<file path="config.mk">
export PLATFORM = sky130hd
export DESIGN_NAME = imem_loader
export DESIGN_NICKNAME = d
export VERILOG_FILES = /design/src/rtl/imem_loader.sv
export SDC_FILE = /design/constraint.sdc
export NUM_CORES = 1
export LEC_CHECK = 0
export CORE_ASPECT_RATIO = 1.1
export CORE_UTILIZATION = 30
export CTS_BUF_LIST = sky130_fd_sc_hd__clkbuf_8 sky130_fd_sc_hd__clkbuf_16
export CTS_CLUSTER_SIZE = 40
export DETAILED_ROUTE_END_ITERATION = 8
export PLACE_DENSITY = 0.52
export SLEW_MARGIN = 0
export SYNTH_ARGS = -nofsm -noshare
export SYNTH_HDL_FRONTEND = slang
export SYNTH_SLANG_ARGS = --single-unit
</file>
<file path="constraint.sdc">
create_clock -name clock -period 3.5 [get_ports clock]
set_input_delay 0.525 -clock clock [delete_from_list [all_inputs] [get_ports clock]]
set_output_delay 0.525 -clock clock [all_outputs]
set_load 0.01 [all_outputs]
</file>
<file path="src/rtl/imem_loader.sv">
// -----------------------------------------------------------------------------
// imem_loader
//   Boot-time program loader. Assembles a byte stream (high byte first) into
//   16-bit instruction words and writes them into instruction memory at
//   consecutive even byte addresses. The CPU is held while a load is in
//   progress. A load ends in DONE when HALT_WORD has been written, or in ERR
//   when DEPTH words were written without seeing HALT_WORD.
//
// Ports
//   clock       in   system clock, rising-edge
//   reset_n     in   asynchronous active-low reset
//   start       in   single-cycle load request (honoured in IDLE/DONE/ERR)
//   byte_valid  in   source presents a program byte
//   byte_data   in   [7:0] program byte
//   byte_ready  out  loader accepts a byte this cycle (HI/LO only)
//   wr_en       out  instruction-memory write strobe, one cycle per word
//   wr_addr     out  [15:0] byte address of the word being written
//   wr_data     out  [15:0] instruction word being written
//   cpu_hold    out  keeps the CPU PC frozen during a load or after an error
//   done        out  load completed with HALT_WORD written
//   error       out  DEPTH words written without HALT_WORD
//   word_count  out  [15:0] words written in the current or last load
// -----------------------------------------------------------------------------
module imem_loader #(
  parameter int unsigned DEPTH     = 1024,
  parameter logic [15:0] HALT_WORD = 16'hFFFF
) (
  input  logic        clock,
  input  logic        reset_n,
  input  logic        start,
  input  logic        byte_valid,
  input  logic [7:0]  byte_data,
  output logic        byte_ready,
  output logic        wr_en,
  output logic [15:0] wr_addr,
  output logic [15:0] wr_data,
  output logic        cpu_hold,
  output logic        done,
  output logic        error,
  output logic [15:0] word_count
);

  typedef enum logic [2:0] {
    ST_IDLE  = 3'd0,
    ST_HI    = 3'd1,
    ST_LO    = 3'd2,
    ST_WRITE = 3'd3,
    ST_DONE  = 3'd4,
    ST_ERR   = 3'd5
  } state_e;

  // Count value held while the DEPTH-th word is being written.
  localparam logic [15:0] LAST_CNT = 16'(DEPTH - 1);

  state_e      state_q, state_d;
  logic [15:0] wr_addr_q, wr_addr_d;
  logic [15:0] wr_data_q, wr_data_d;
  logic [15:0] word_count_q, word_count_d;

  logic        byte_ready_q, byte_ready_d;
  logic        wr_en_q, wr_en_d;
  logic        cpu_hold_q, cpu_hold_d;
  logic        done_q, done_d;
  logic        error_q, error_d;

  logic        idle_like_s;

  assign idle_like_s = (state_q == ST_IDLE) || (state_q == ST_DONE) ||
                       (state_q == ST_ERR);

  // State register.
  always_ff @(posedge clock or negedge reset_n) begin
    if (!reset_n) begin
      state_q <= ST_IDLE;
    end else begin
      state_q <= state_d;
    end
  end

  // Next-state logic. byte_ready is 1 in HI/LO, so a transfer there is just
  // byte_valid.
  always_comb begin
    state_d = state_q;
    case (state_q)
      ST_IDLE, ST_DONE, ST_ERR: begin
        if (start) begin
          state_d = ST_HI;
        end else begin
          state_d = state_q;
        end
      end
      ST_HI: begin
        if (byte_valid) begin
          state_d = ST_LO;
        end else begin
          state_d = ST_HI;
        end
      end
      ST_LO: begin
        if (byte_valid) begin
          state_d = ST_WRITE;
        end else begin
          state_d = ST_LO;
        end
      end
      ST_WRITE: begin
        // HALT_WORD wins over the depth limit on the final word.
        if (wr_data_q == HALT_WORD) begin
          state_d = ST_DONE;
        end else if (word_count_q == LAST_CNT) begin
          state_d = ST_ERR;
        end else begin
          state_d = ST_HI;
        end
      end
      default: state_d = ST_IDLE;
    endcase
  end

  // Output decode from the next state, so every flag leaves a flop and lines
  // up exactly with the state it describes.
  always_comb begin
    byte_ready_d = 1'b0;
    wr_en_d      = 1'b0;
    cpu_hold_d   = 1'b0;
    done_d       = 1'b0;
    error_d      = 1'b0;
    case (state_d)
      ST_IDLE:  begin end
      ST_HI:    begin byte_ready_d = 1'b1; cpu_hold_d = 1'b1; end
      ST_LO:    begin byte_ready_d = 1'b1; cpu_hold_d = 1'b1; end
      ST_WRITE: begin wr_en_d      = 1'b1; cpu_hold_d = 1'b1; end
      ST_DONE:  begin done_d       = 1'b1; end
      ST_ERR:   begin error_d      = 1'b1; cpu_hold_d = 1'b1; end
      default:  begin end
    endcase
  end

  // Output flag registers.
  always_ff @(posedge clock or negedge reset_n) begin
    if (!reset_n) begin
      byte_ready_q <= 1'b0;
      wr_en_q      <= 1'b0;
      cpu_hold_q   <= 1'b0;
      done_q       <= 1'b0;
      error_q      <= 1'b0;
    end else begin
      byte_ready_q <= byte_ready_d;
      wr_en_q      <= wr_en_d;
      cpu_hold_q   <= cpu_hold_d;
      done_q       <= done_d;
      error_q      <= error_d;
    end
  end

  // Datapath next-state: word assembly, address and count bookkeeping.
  always_comb begin
    wr_addr_d    = wr_addr_q;
    wr_data_d    = wr_data_q;
    word_count_d = word_count_q;
    case (state_q)
      ST_IDLE, ST_DONE, ST_ERR: begin
        if (start) begin
          wr_addr_d    = 16'd0;
          word_count_d = 16'd0;
        end else begin
          wr_addr_d    = wr_addr_q;
          word_count_d = word_count_q;
        end
      end
      ST_HI: begin
        if (byte_valid) begin
          wr_data_d[15:8] = byte_data;
        end else begin
          wr_data_d = wr_data_q;
        end
      end
      ST_LO: begin
        if (byte_valid) begin
          wr_data_d[7:0] = byte_data;
        end else begin
          wr_data_d = wr_data_q;
        end
      end
      ST_WRITE: begin
        word_count_d = word_count_q + 16'd1;
        wr_addr_d    = wr_addr_q + 16'd2;
      end
      default: begin
        wr_addr_d    = wr_addr_q;
        wr_data_d    = wr_data_q;
        word_count_d = word_count_q;
      end
    endcase
  end

  // Datapath registers.
  always_ff @(posedge clock or negedge reset_n) begin
    if (!reset_n) begin
      wr_addr_q    <= 16'd0;
      wr_data_q    <= 16'd0;
      word_count_q <= 16'd0;
    end else begin
      wr_addr_q    <= wr_addr_d;
      wr_data_q    <= wr_data_d;
      word_count_q <= word_count_d;
    end
  end

  assign byte_ready = byte_ready_q;
  assign wr_en      = wr_en_q;
  assign wr_addr    = wr_addr_q;
  assign wr_data    = wr_data_q;
  assign cpu_hold   = cpu_hold_q;
  assign done       = done_q;
  assign error      = error_q;
  assign word_count = word_count_q;

endmodule

</file>
# [Word-level counts from Yosys, hierarchy flattened]
# Index checks and enable logic that the tools add are counted.
[classes] add_sub_neg=2 n_eq_ne=13 n_mux=16 bitwise_logic=2 n_reduce_logical=8
[ops] cell="16-bit case mux with 2 select lines" n=3
[ops] cell="16-bit by 1-bit adder with 16-bit output (second input constant)" n=1
[ops] cell="16-bit by 2-bit adder with 16-bit output (second input constant)" n=1
[ops] cell="16-bit by 10-bit == test with 1-bit output (second input constant)" n=1
[ops] cell="16-bit == test (second input constant)" n=1
[ops] cell="16-bit two-way mux" n=1
[ops] cell="3-bit by 2-bit == test with 1-bit output (second input constant)" n=4
[ops] cell="3-bit == test (second input constant)" n=4
[ops] cell="3-bit case mux with 4 select lines" n=1
[ops] cell="3-bit two-way mux" n=3
[ops] cell="8-bit two-way mux" n=1
[ops] cell="3-bit by 1-bit == test with 1-bit output (second input constant)" n=2
[ops] cell="1-bit two-way mux" n=6
[ops] cell="3-bit AND reduction" n=2
[ops] cell="4-bit OR reduction" n=1
[ops] cell="3-bit logical NOT" n=1
[ops] cell="3-bit OR reduction" n=1
[ops] cell="2-bit two-way mux" n=1
[ops] cell="2-bit inequality test (second input constant)" n=1
[ops] cell="1-bit inverter" n=2
[ops] cell="2-bit AND reduction" n=1
[ops] cell="2-bit nonzero test" n=1
[ops] cell="2-bit OR reduction" n=1
[totals] register_bits=56 in_bits=12 out_inout_bits=53

# [Logic depth before layout (Yosys ltp)]
# Gate-level depths: netlist of run 1.
[depth] depth_word=7 mapped_depth=7 mapped_depth_nobuf=5

# [Least setup slack after synthesis of run 1]
# Ideal clock, no wire load.
[synth_path] path_kind="register -> register" start="reg word_count_q[0] (netlist: word_count[0])" end="reg word_count_q[12] (netlist: word_count[12])" setup_ps=129 t_arrival_ps=1486 setup_slack_ps=1885 path_stages_with_launch=7 n_path_buf=1 synth_period_minus_slack_ps=1615 path_cell_list="dfrtp_1 > ha_1 > clkbuf_1 > nand2_1 > nor4_2 > nand4_1 > mux2i_1"
[synth_via] elab_chain_len=2
[synth_rtl] item="start: declaration" line="58" rtl="logic [15:0] word_count_q, word_count_d;"
[synth_rtl] item="start signal: assignment" line="206" rtl="word_count_q <= word_count_d;"
[synth_rtl] item="16-bit by 1-bit adder with 16-bit output" line="186" rtl="word_count_d = word_count_q + 16'd1;"
[synth_rtl] item="16-bit case mux with 2 select lines" line="161" rtl="case (state_q)"
# No other way between the ends.
# A chain may end at the register's enable or synchronous reset.

# [Final worst setup path of run 1]
[layout_path] start="reg state_q[1]" end="reg wr_addr_q[8] (netlist: wr_addr[8])"
[layout_via] elab_chain_len=4 elab_cells_between_ends=9
[layout_rtl] item="start: declaration" line="55" rtl="state_e state_q, state_d;"
[layout_rtl] item="start signal: assignment" line="76" rtl="state_q <= state_d;"
[layout_rtl] item="3-bit == test or 3-bit logical NOT (tied branches)" line="161"
[layout_rtl] item="3-bit OR reduction" line="161"
[layout_rtl] item="2-bit inequality test (no line) or 2-bit nonzero test (tied branches)"
[layout_rtl] item="2-bit AND reduction (no line)"
[layout_rtl] item="end signal: assignment" line="204" rtl="wr_addr_q <= wr_addr_d;"
[layout_rtl] item="end: declaration" line="56" rtl="logic [15:0] wr_addr_q, wr_addr_d;"
# Parallel ways exist; a longest one is shown, timed or not.

==> results of run 1 <==
[layout make-up]
cell class / count / area [sq um]
clock buffer: 5 / 68.8
clock inverter: 3 / 43.8
fill: 843 / 4990
inverter: 2 / 7.51
multi-input combinational: 172 / 1220
sequential: 55 / 1380
tap: 111 / 139
timing repair buffer: 66 / 648
[worst reg2reg max path: cells and delay by family (launching register included)]
kind / cells / cell delay (ps)
AOI/OAI and AO/OA: 2 / 320
DFF: 1 / 690
and+or+nand+nor: 2 / 930
[state kept, by name, indices dropped and copies added (netlist names)]
name        cells
done            1
byte_ready      1
error           1
state_q         3
wr_data        16
wr_addr        15
word_count     16
wr_en           1
cpu_hold        1
[power by group]
part / switching (mW) / internal [mW] / leakage, nW / total (mW)
sequential: 0.183 / 0.782 / 0.716 / 0.965
combinational: 0.354 / 0.398 / 0.708 / 0.752
clock: 0.214 / 0.214 / 0.0581 / 0.427
total: 0.750 / 1.39 / 1.48 / 2.14
[metrics by stage]
| step | setup slack (ps) | total power, mW | hold slack (ps) | instances |
|---|---|---|---|---|
| global route | 1250 | 2.29 | 269 | 414 |
| floorplan | 1880 | 1.34 | 229 | 243 |
| detailed placement | 1270 | 1.73 | 463 | 406 |
| global placement | 1330 | 1.73 | 463 | 406 |
| CTS | 1480 | 2.17 | 245 | 414 |
| finish | 1460 | 2.14 | 228 | 414 |
[cell usage in the layout, fill, tap and decap left out, types with 3 or more instances in the layout]
| cell type | n |
|---|---|
| a21oi_1 | 4 |
| and3_1 | 5 |
| and4_1 | 4 |
| buf_4 | 3 |
| clkbuf_8 | 5 |
| clkdlybuf4s50_1 | 62 |
| dfrtp_1 | 55 |
| mux2_1 | 16 |
| mux2i_1 | 12 |
| nand2_1 | 26 |
| nand2b_1 | 3 |
| nand3_1 | 14 |
| nand4_1 | 13 |
| nor2_1 | 7 |
| nor2b_1 | 3 |
| o211ai_1 | 3 |
| o21ai_1 | 21 |
| o31ai_1 | 5 |
[metal layers]
metal	vias to the layer above	global-route usage (%)
met4	0	3.97
met5	-	0
li1	1020	-
met1	1019	20.3
met2	58	21.1
met3	5	3.39
[kinds of logic after synthesis]
| group | after synthesis |
|---|---|
| muxes | 28 |
| AOI/OAI and AO/OA | 46 |
| and+or+nand+nor | 94 |
| other | 1 |
| adders and majority gates | 2 |
| buffers and inverters | 16 |
| DFF | 55 |
| xor gates and xnor gates | 1 |
[synth_stat cells, drive strengths merged]
cell type   n  share of area [%]
inv         2               0.28
ha          2               0.93
dfrtp      55                 51
a211o       1               0.33
and3        5                1.2
clkbuf      6               0.84
and3b       1               0.33
a211oi      1               0.28
nand4bb     1               0.42
a21oi       4               0.75
nor3        3               0.98
a21o        1               0.28
nand3b      2                1.0
nor4        5                2.8
nand2      26                3.6
xnor2       1               0.33
or4         1               0.42
nor2b       3               0.70
nand2b      3               0.70
mux2i      12                4.5
o211ai      3               0.84
o21ai      22                4.1
nand3      14                2.6
o31ai       5                1.4
nand4      14                3.8
a31oi       2               0.47
conb        1               0.14
o41ai       1               0.33
or3b        1               0.33
and2        1               0.23
buf         8                1.7
a41oi       1               0.33
nor3b       3                1.0
a22o        2               0.65
nor2        7               0.98
and4        4                1.3
o22ai       1               0.23
o31a        1               0.33
a2bb2oi     1               0.33
mux2       16                6.7
[final timing paths]
| kind | start | endpoint | slack, ps | cells past startpoint |
|---|---|---|---|---|
| worst max-delay path | state_q[1]$_DFF_PN0_ | wr_addr[8]$_DFFE_PN0P_ | 1460 | 4 |
| worst min register to register | wr_addr[15]$_DFFE_PN0P_ | wr_addr[15]$_DFFE_PN0P_ | 490 | 1 |
| worst min-delay path | reset_n | cpu_hold$_DFF_PN0_ | 230 | 1 |
| max in group asynchronous | reset_n | word_count[7]$_DFFE_PN0P_ | 2600 | 2 |
| worst max register to register | state_q[1]$_DFF_PN0_ | wr_addr[8]$_DFFE_PN0P_ | 1460 | 4 |
| min in group clock | wr_addr[15]$_DFFE_PN0P_ | wr_addr[15]$_DFFE_PN0P_ | 490 | 1 |
==> impl_results.md, run 1 <==
- Status: complete, no violations
- Clock slew at reported path FFs: around 100 ps
- Routed wl met3: approximately 370 microns
- CP max FO: 15
- Max frequency: about 0.5 GHz
- DRC Markers: 0
- RSZ-0062 raised after global routing: no
- Placed Instance Area: around 3400 sq um
- CTS resizes: 0
- Final period util: approximately three fifths
- Power density over cell area: between 600 and 700 nW/um^2
- Clock Path Buffers: 2
- Vias per Instance: between 5 and 6
- Post-Syn Nets: 257
- Vias in the first global route: roughly 2000
- Remaining Overflow, GRT: 0
- CP bufs+invs: 0
- Post-DP HPWL: approximately 4.4 mm
- Clock Skew: ~3 ps
- ANT nets after route: 0
- Ys Warns: 0
- Worst path slowest cell: dfrtp_1
- Syn avg cell area: 11.0 sq um
- Largest family of logic cells by synthesized area: simple AND/OR/NAND/NOR gates
- Synth Area in Adders: less than 1%
- CP arrival: between 2000 and 2500 ps
- Core area: around 8500 sq um
- Drt pass-1 iters: 5
- # H-tree levels: 2
- Netlist cell types: 48
- Inserted Diodes: 0
- WL met2: 2.73 mm
- Largest net degree at the start of global routing: 28
- IO Pins: 65
- Simple-gate area share of the yosys netlist: about 22%
- Area grow syn2layout: 31.1%
- Die ar.: 9300 sq um
- Cell family with most CP delay: simple AND/OR/NAND/NOR gates
- Final worst path period need: 2040 ps
- Seq/Total Area, Yosys: roughly 50%
- Wire per inst: roughly 15 microns
- Cts-stage hold buffer count: 0
- 1st-iter DRT viols: between 100 and 150
- CP Cell Sequence: and3b_1 -> nand3_1 -> o211ai_1 -> o31ai_1
- Post-CTS Setup Repair Bufs: 0
- Initial antenna violation count: 0
- Lkg Pwr: approximately 1.5 nW
- TritonCTS buffer count: 5
- Highest Signal Layer: met4
- CTS tree: built
- Synthesized flop and latch total: 55
- Syn Std Cell Area: around 2700 sq um
- Die H: between 100 and 150 microns
- Clock sink count: 55
- Rows: 35
- Setup TNS: 0 ps
- Slowest stage delay, CP: 690 ps
- Final Util: between 40% and 50%
- Nets: 316
- Min-Delay Path Class: primary input to asynchronous set/reset pin
- Global-route wire length before repair: around 10 mm
- Total wire length: around 6.1 mm
- Slew Limit Headroom: approximately 58%
- Mux contribution to synthesized area: 11.2%
- Die width: between 90 and 100 microns
- Final Hold Fails: 0
- Synth Area in XOR/XNOR: 0.327%
- Compound-Gate Fraction of Synth Area: between 10% and 20%
- Design area: roughly 3500 sq um
- Critical path class: register to register
- Met1 Wirelength: around 3.0 mm
- Quantity of I/O buffers inserted on ports: 63
- Clock latency at the later pin of the worst-skew pair: 300 ps
- VDD IR-drop max: 0.000349 V
- Via Count: between 2000 and 2500
- GRT Util Overall: around 14%
- Worst Setup Start Kind: register
- Maxcap violations: 0
- Max-slew violation count: 0
- Crit path capture type: register
- RD Place Congestion: ~0.73
- Initial Util: a little under a third
- Synth Instances: 243
- Layout cells sized above 1: 7.26%
- Final setup vio count: 0
- Req. time, crit path: roughly 3700 ps
- Worst-Margin Slew: approximately 630 ps
- Root Buffer: clkbuf_8
Power figures use the tool's default switching activity.
==> inputs of run 2 (changes only) <==
--- a/config.mk
+++ b/config.mk
@@ -10,7 +10,7 @@
 export CTS_BUF_LIST = sky130_fd_sc_hd__clkbuf_8 sky130_fd_sc_hd__clkbuf_16
 export CTS_CLUSTER_SIZE = 40
 export DETAILED_ROUTE_END_ITERATION = 8
-export PLACE_DENSITY = 0.52
+export PLACE_DENSITY = 0.54
 export SLEW_MARGIN = 0
 export SYNTH_ARGS = -nofsm -noshare
 export SYNTH_HDL_FRONTEND = slang
==> constraint.sdc (replaced) <==
create_clock -name clock -period 1.8 [get_ports clock]
set_input_delay 0.27 -clock clock [delete_from_list [all_inputs] [get_ports clock]]
set_output_delay 0.27 -clock clock [all_outputs]
set_load 0.01 [all_outputs]
==> run 2 against run 1 <==
Against the previous run:
- core utilization increased by 2.3 points
- first-iteration DRC count increased by 1.9%
- combinational power increased by 120%
- critical path depth decreased by 3
- sequential power increased by 89%
- critical path type is now register to primary output
- largest cell class unchanged
==> impl_results.md, run 2 (same netlist as run 1, synthesis figures left out) <==
- Status: complete, no violations (unchanged)
- Die width: 92.1 microns (unchanged)
- Clock Skew: 6.49 ps (was 3.04 ps)
- Global-route wire length before repair: 10.4 mm (was 10.3 mm)
- TritonCTS buffer count: 5 (unchanged)
- Max frequency: 0.587 GHz
- Quantity of I/O buffers inserted on ports: 63 (unchanged)
- Critical path class: register to primary output (was register to register)
- Met1 GRT Util: 20.4% (was 20.3%)
- Final setup vio count: 0 (unchanged)
- Clock Path Buffers: 2 (unchanged)
- 1st-iter DRT viols: 108 (was 106)
- Clock slew at reported path FFs: 100 ps (about the same)
- Design area: 3700 sq um (was 3510 sq um)
- Final Hold Fails: 0 (unchanged)
- Initial antenna violation count: 0 (unchanged)
- Slowest stage delay, CP: 600 ps (was 690 ps)
- Core area: 8500 sq um (unchanged)
- GRT Util Overall: 13.9% (was 14.1%)
- IO Pins: 65 (unchanged)
- Wire per inst: 14.1 microns (was 14.8 microns)
- Commonest non-fill, non-tap cell in the layout: clkdlybuf4s50_1 (unchanged)
- Die H: 101 microns (unchanged)
- Req. time, crit path: 1530 ps (was 3690 ps)
- RR Endpoint: byte_ready$_DFF_PN0_ (was wr_addr[8]$_DFFE_PN0P_)
- Die ar.: 9300 sq um (unchanged)
- Final worst path period need: ~1700 ps
- Cell family with most CP delay: buffers and inverters (was simple AND/OR/NAND/NOR gates)
- Switching part of the total: 35.5% (was 35.0%)
- Drt pass-1 iters: 4 (was 5)
- Maxcap violations: 0 (unchanged)
- Largest net degree at the start of global routing: 56 (was 28)
- CTS tree: built (unchanged)
- Vias per Instance: 4.92 (was 5.08)
- RSZ-0062 raised after global routing: no (unchanged)
- Commonest non-fill, non-tap cells in the layout: clkdlybuf4s50_1, dfrtp_1, nand2_1 (unchanged)
- Busiest grt layer: met2 (unchanged)
- # H-tree levels: 2 (unchanged)
- Crit Reg-Reg Startpoint: word_count[14]$_DFFE_PN0P_ (was state_q[1]$_DFF_PN0_)
- Met2 Resource Use GR: 21.2% (was 21.1%)
- Clock latency at the later pin of the worst-skew pair: 310 ps (was 300 ps)
- Area grow syn2layout: 38.2% (was 31.1%)
- Combinational cell fraction of total power: 40.0% (was 35.1%)
- RD Place Congestion: 0.787 (was 0.734)
- Initial Util: 31.5% (unchanged)
- Remaining Overflow, GRT: 0 (unchanged)
- Worst Setup Start Kind: register (unchanged)
- Power density over cell area: 1140 nW/um^2 (was 611 nW/um^2)
- Met3 usage: 3.09% (was 3.39%)
- Min-Delay Path Class: primary input to asynchronous set/reset pin (unchanged)
- Nets: 338 (was 316)
- Final period util: a little over nine tenths
- Vias in the first global route: 2040 (was 2012)
- CP arrival: 1430 ps (was 2230 ps)
- CP max FO: 8 (was 15)
- Clock sink count: 55 (unchanged)
- Root Buffer: clkbuf_8 (unchanged)
- Via Count: 2146 (was 2102)
- R2R setup slack: 200 ps (was 1460 ps)
- CP bufs+invs: 1 (was 0)
- FILL cells: 811 (was 843)
- Seq pwr share: 43.0% (was 45.0%)
- Lkg Pwr: 1.60 nW (was 1.48 nW)
- Worst path slowest cell: clkdlybuf4s50_1 (was dfrtp_1)
- Int Pwr: 2.73 mW (was 1.39 mW)
- Net Sw Power: 1.50 mW (was 0.750 mW)
- Max-slew violation count: 0 (unchanged)
- Total wire length: 6.16 mm (was 6.14 mm)
- Crit path capture type: primary output (was register)
- VDD IR-drop max: 0.000730 V (was 0.000349 V)
- ANT nets after route: 0 (unchanged)
- Clock power frac: 17.0% (was 19.9%)
- Setup TNS: 0 ps (unchanged)
- Inserted Diodes: 0 (unchanged)
- DRC Markers: 0 (unchanged)
- CP Cell Sequence: clkdlybuf4s50_1 (was and3b_1 -> nand3_1 -> o211ai_1 -> o31ai_1)
- Layout cells sized above 1: 13.5% (was 7.26%)
- Rows: 35 (unchanged)
- Worst reg-to-reg path cell count: 4 (unchanged)
- Placed Instance Area: 3590 sq um (was 3400 sq um)
- WHS: 466 ps (was 228 ps)
- Post-DP HPWL: 4.49 mm (was 4.43 mm)
## run 2: cell types whose count changed in the layout (fill, tap and decap cells not counted)
cell and delta:
dlygate4sd3_1 +1, inv_8 +1, dfrtp_1 -1, buf_12 +3, buf_4 +18, dfrtp_2 +1
clkinv_2 -1, bufinv_16 -1, clkinv_4 +1
## run 2: power by group through the flow
stage	clock (mW)	combinational, mW	sequential [mW]
floorplan	0	0.697	1.90
global placement	0	1.68	1.85
detailed placement	0	1.70	1.85
CTS	0.761	1.72	1.83
global route	0.799	1.84	1.88
finish	0.718	1.69	1.82
## run 2: timing repair
| item | CTS | global route |
|---|---|---|
| endpoints found under the hold margin | 55 | 0 |
| hold buffers | 1 | 0 |
| setup buffers | 0 | 0 |
| resized for setup | 0 | 1 |
| setup endpoints to repair | 0 | 1 |
## run 2: worst max path at each step
| stage | from | to | slack [ps] | cells after the start |
|---|---|---|---|---|
| after floorplan | word_count[0]$_DFFE_PN0P_ | word_count[12]$_DFFE_PN0P_ | 180 | 6 |
| after global placement | byte_valid | wr_data[0]$_DFFE_PN0P_ | 100 | 5 |
| after detailed placement | byte_valid | wr_data[1]$_DFFE_PN0P_ | 70 | 5 |
| after CTS | word_count[2]$_DFFE_PN0P_ | word_count[2] | 40 | 1 |
| after global routing | word_count[3]$_DFFE_PN0P_ | word_count[3] | 40 | 1 |
| final | word_count[3]$_DFFE_PN0P_ | word_count[3] | 100 | 1 |
## run 2: final cells by class
type	instances	area, sq um	share of cell area [%]
Clock buffer	5	68.8	1.86
Tap cell	111	139	3.75
Sequential cell	55	1380	37.2
Clock inverter	3	28.8	0.778
Inverter	2	7.51	0.203
Timing Repair Buffer	88	853	23.1
Multi-Input combinational cell	172	1220	33.1
## run 2: worst min-delay path: stages
cell and delay (ps):
dlygate4sd3_1 520, buf_2 120, buf_12 260
## run 2: through the flow
stage          power, mW  utilization (%)  setup WS (ps)  cells
2_1_floorplan       2.60                -            185    243
5_1_grt             4.52             43.5           40.7    436
6_report            4.23             43.5           96.3    436
3_5_place_dp        3.55             42.3           66.6    427
4_1_cts             4.30             43.5           43.4    436
3_3_place_gp        3.53             42.3           97.7    427
## run 2: metal layers
layer	part of all wire [%]	up-vias
met5	0	-
met4	0.68	0
met3	5.6	4
met2	45	60
met1	49	1018
li1	-	1064
